===== src/rtl/output_bridge.sv =====
// output_bridge: pairs receive requests from the core with data words popped
// from an upstream fifo. Up to two request tags are held in order; each popped
// word is written back to the core one cycle later together with the tag of the
// oldest pending request.
module output_bridge #(
  parameter int ID         = 0,
  parameter int TAG_W      = 4,
  parameter int DATA_WIDTH = 8
) (
  input  logic                  clk,
  input  logic                  rst_n,
  input  logic [DATA_WIDTH:0]   fifo_d,
  input  logic                  fifo_valid,
  output logic                  fifo_deq,
  input  logic                  core_req,
  input  logic [TAG_W-1:0]      core_tag,
  output logic                  core_stall,
  input  logic                  flush,
  output logic                  core_wb,
  output logic [DATA_WIDTH:0]   core_data,
  output logic [TAG_W-1:0]      core_wb_tag,
  output logic [15:0]           xfer_cnt
);

  // Elaboration-time sanity check on the parameters.
  if (TAG_W < 1 || ID < 0) begin : g_param_err
    $error("output_bridge: illegal parameter value");
  end

  localparam logic [1:0] S_EMPTY = 2'd0;
  localparam logic [1:0] S_ONE   = 2'd1;
  localparam logic [1:0] S_TWO   = 2'd2;

  logic [1:0]          state_q, state_d;
  logic [TAG_W-1:0]    head_q, head_d;   // oldest pending tag
  logic [TAG_W-1:0]    tail_q, tail_d;   // second pending tag (valid in S_TWO)
  logic                wb_q, wb_d;
  logic [DATA_WIDTH:0] data_q, data_d;
  logic [TAG_W-1:0]    wb_tag_q, wb_tag_d;
  logic [15:0]         cnt_q, cnt_d;
  logic                accept;

  assign core_stall  = (state_q == S_TWO);
  assign fifo_deq    = (state_q != S_EMPTY) && fifo_valid && !flush;
  assign accept      = core_req && !core_stall && !flush;
  assign core_wb     = wb_q;
  assign core_data   = data_q;
  assign core_wb_tag = wb_tag_q;
  assign xfer_cnt    = cnt_q;

  // Next-state for the tag queue and the writeback registers.
  always_comb begin
    state_d  = state_q;
    head_d   = head_q;
    tail_d   = tail_q;
    wb_d     = fifo_deq;
    data_d   = data_q;
    wb_tag_d = wb_tag_q;
    cnt_d    = cnt_q;

    if (fifo_deq) begin
      data_d   = fifo_d;
      wb_tag_d = head_q;
      cnt_d    = cnt_q + 16'd1;
    end

    if (flush) begin
      state_d = S_EMPTY;
      head_d  = '0;
      tail_d  = '0;
    end else begin
      case (state_q)
        S_EMPTY: begin
          if (accept) begin
            state_d = S_ONE;
            head_d  = core_tag;
          end
        end
        S_ONE: begin
          // Pop and push together: the new tag becomes the head directly.
          if (accept && fifo_deq) begin
            head_d = core_tag;
          end else if (accept) begin
            state_d = S_TWO;
            tail_d  = core_tag;
          end else if (fifo_deq) begin
            state_d = S_EMPTY;
          end
        end
        S_TWO: begin
          if (fifo_deq) begin
            state_d = S_ONE;
            head_d  = tail_q;
          end
        end
        default: state_d = S_EMPTY;
      endcase
    end
  end

  // State registers with synchronous active-low reset.
  always_ff @(posedge clk) begin
    if (!rst_n) begin
      state_q  <= S_EMPTY;
      head_q   <= '0;
      tail_q   <= '0;
      wb_q     <= 1'b0;
      data_q   <= '0;
      wb_tag_q <= '0;
      cnt_q    <= '0;
    end else begin
      state_q  <= state_d;
      head_q   <= head_d;
      tail_q   <= tail_d;
      wb_q     <= wb_d;
      data_q   <= data_d;
      wb_tag_q <= wb_tag_d;
      cnt_q    <= cnt_d;
    end
  end

endmodule

===== config.mk =====
export PLATFORM = sky130hd
export DESIGN_NAME = output_bridge
export DESIGN_NICKNAME = d
export VERILOG_FILES = /design/src/rtl/output_bridge.sv
export SDC_FILE = /design/constraint.sdc
export NUM_CORES = 1
export LEC_CHECK = 0
export CORE_MARGIN = 2
export CORE_UTILIZATION = 24
export DETAILED_ROUTE_END_ITERATION = 16
export PLACE_DENSITY_LB_ADDON = 0.12
export SYNTH_ARGS = -nofsm -noshare
export SYNTH_HDL_FRONTEND = slang
export SYNTH_SLANG_ARGS = --single-unit

===== constraint.sdc =====
create_clock -name clk -period 3.72 [get_ports clk]
set_clock_uncertainty 0.05 [all_clocks]
set_input_delay 1.116 -clock clk [delete_from_list [all_inputs] [get_ports clk]]
set_output_delay 1.116 -clock clk [all_outputs]
set_load 0.1 [all_outputs]

==> flow_summary.yaml <==
run_status:
  status: "complete, no violations"
clock_network:
  ctsHoldBuffers: 0
  tritoncts: "done"
  cts.repair.resized: 0
  cts_setup_buffers: 0
  clock-root-buffer: "clkbuf_8"
  cts_buffer_depth: 2
  cts_inserted_buffers: 5
  htreeDepth: 2
  insertion_delay_ns: 0.29
  clkTransAtPathRegs_ns: 0.07
  cts.sinks: 40
sta:
  fin_crit_sh_pct: 93.4
  final-setup-viol-count: 0
  slew_headroom_pct: 53.9
  rsz0062_at_grt: "false"
  finalSetupTns_ns: 0
  hold_viol: 0
  period_minus_slack_ns: 3.47
  timing.hold.ws_ns: 0.404
  setup_slack_ns: 0.245
  fmax_mhz: 288
  maxSlewViolCount: 0
  worstMarginPinSlew_ns: 0.691
yosys:
  synth_top_area_cell: "dfxtp_1"
  synth.top_cells.by_area: "dfxtp_1 (48%), a21oi_1 (8.9%), nand2_1 (8.2%)"
  syn_inst: 199
  syn_nets: 218
  synth_common_cells: "dfxtp_1 (40), nand2_1 (37), a21oi_1 (30)"
  synthFlopType: "dfxtp_1"
  synth_enable_flop_cells: 0
  synth.most_common_cell: "dfxtp_1"
  ys_ff_latch: 40
  synth_top_area_share_pct: 47.5
  synth_warnings: 0
  yosysSeqAreaShare_pct: 47.5
  synth_area_um2: 1690
  yosysUniqueCellTypes: 33
  async_flop_share_pct: 0
  avgSynthCellArea_um2: 8.47
placement:
  place_hpwl_mm: 2.96
  place.gp.congestion: 0.770
  placed_area_um2: 2220
  place_ws_ns: 0.247
  dp_cells: 339
  port_buffers: 49
hold_path:
  worstHoldPathType: "reg2reg"
  min_to: "core_data[6]$_SDFFE_PN0P_"
  hp-start: "core_data[6]$_SDFFE_PN0P_"
  whs_path_depth: 2
floorplan:
  floorplan.die.width_um: 87.8
  dieArea_um2: 7710
  dieHeight_um: 87.8
  fp.coreArea_um2: 6790
  start_util_pct: 24.8
  rows: 30
  io-pin-count: 50
pwr:
  pwr-share-comb_pct: 9.1
  p_seq_share_pct: 54.1
  net-switching-power_uw: 191
  sw_frac_of_total_pct: 23.7
  p_leak_nw: 0.874
  internal-power_uw: 614
  ir_drop_mv: 0.132
  power.total_uw: 805
  power_frac_clock_pct: 36.8
  p_per_area_nw_per_um2: 349
worst_setup_path:
  worstPathMaxFanout: 6
  worst_path_largest_cell_delay_ns: 0.49
  cp.required_ns: 2.55
  arrival_ns: 2.31
  rrSetupSlack_ns: 1.78
  critPathSlowestCell: "clkdlybuf4s50_1"
  r2r-end: "xfer_cnt[14]$_SDFFE_PN0P_"
  crit_path_start_kind: "input port"
  ff2ff_path_depth: 4
  cp_cell_sequence: "clkdlybuf4s50_1 -> and2b_2 -> nand2_1 -> clkinv_1 -> buf_12"
  r2r-start: "xfer_cnt[2]$_SDFFE_PN0P_"
  path_class: "in2out"
  end_kind: "output pin"
finish:
  nFillCells: 733
  finalInstanceArea_um2: 2310
  fin_util_pct: 33.9
  register_area_um2: 801
  multi_input_area_um2: 820
  layout-drive-gt1-share_pct: 17.9
  fin_nets: 269
  area_delta_synth_final_pct: 36.8
  diodes: 0
  final_cell_count_no_fill: 347
global_routing:
  use_met1_pct: 14.3
  met2_usage_pct: 17.7
  grt_pass1_wl_mm: 6.62
  busiest_layer: "met2"
  overflow: 0
  first_global_vias: 1400
  use_met3_pct: 3.30
  grt_max_degree: 22
  antenna_found_initial: 0
  grt_usage_pct: 11.1
job:
  max-cap-violations: 0
routing:
  drtIter0Drc: 42
  wirelength_mm: 4.08
  vias: 1531
  detail-route-antenna-nets: 0
  drt_first_pass_iters: 4
  drc: 0
  wl_per_cell_um: 11.8
  vias_per_cell: 4.41
==> routing by layer <==
| layer | vias to the layer above | wire length (um) |
|---|---|---|
| met1 | 691 | 1960 |
| met5 | - | 0 |
| met4 | 0 | 60 |
| met3 | 5 | 193 |
| met2 | 37 | 1860 |
| li1 | 798 | - |
==> worst max-delay path, delay by kind of cell <==
family,cells,cell delay (ns)
and+or+nand+nor,2,0.34
buffers and inverters,3,0.85
==> logic make-up (layout without fill, tap and decap cells) <==
kind of cell / after synthesis / count (layout) / synth area share [%]
simple gates: 83 / 83 / 24.4
compound gates: 46 / 46 / 15.4
flops: 40 / 40 / 47.5
buf+inv: 15 / 67 / 3.86
mux: 11 / 11 / 6.53
xor+xnor: 3 / 3 / 1.56
fa+ha+maj: 1 / 1 / 0.742
==> power by group through the flow <==
stage	sequential [mW]	combinational (mW)	clock, mW
finish	0.435	0.0734	0.296
global route	0.436	0.0795	0.327
CTS	0.435	0.0747	0.312
detailed placement	0.445	0.0744	0
global placement	0.445	0.0747	0
floorplan	0.460	0.0259	0
==> sequential cells by signal, summed over array words and instances (netlist names) <==
name         count
xfer_cnt        16
core_wb          1
tail_q           4
core_wb_tag      4
state_q          2
head_q           4
core_data        9
==> worst max-delay path by stage <==
stage / from / endpoint / slack, ns
CTS: fifo_valid / fifo_deq / 0.24
global route: fifo_valid / fifo_deq / 0.19
detailed placement: fifo_valid / fifo_deq / 0.25
global placement: fifo_valid / fifo_deq / 0.25
finish: fifo_valid / fifo_deq / 0.25
floorplan: flush / fifo_deq / 0.28
==> area by class of cell <==
class | count | share of cell area (%)
Timing Repair Buffer | 53 | 19.6
Tap cell | 96 | 5.21
Multi-Input combinational cell | 144 | 35.5
Sequential cell | 40 | 34.7
Clock buffer | 8 | 3.91
Inverter | 6 | 0.977
==> placed cells by master, fill, tap and decap left out, drive strengths merged <==
| cell | count |
|---|---|
| a2111oi | 4 |
| a21oi | 30 |
| and2 | 1 |
| and2b | 1 |
| and3 | 1 |
| and4 | 1 |
| buf | 36 |
| clkbuf | 8 |
| clkdlybuf4s50 | 17 |
| clkinv | 1 |
| dfxtp | 40 |
| ha | 1 |
| inv | 5 |
| mux2i | 11 |
| nand2 | 38 |
| nand2b | 5 |
| nand3 | 4 |
| nand3b | 1 |
| nand4 | 4 |
| nor2 | 11 |
| nor2b | 2 |
| nor4 | 2 |
| o21ai | 7 |
| o22a | 1 |
| o31ai | 4 |
| or2 | 1 |
| or3 | 6 |
| or4 | 5 |
| xnor2 | 2 |
| xor2 | 1 |
Power figures use the tool's default switching activity.
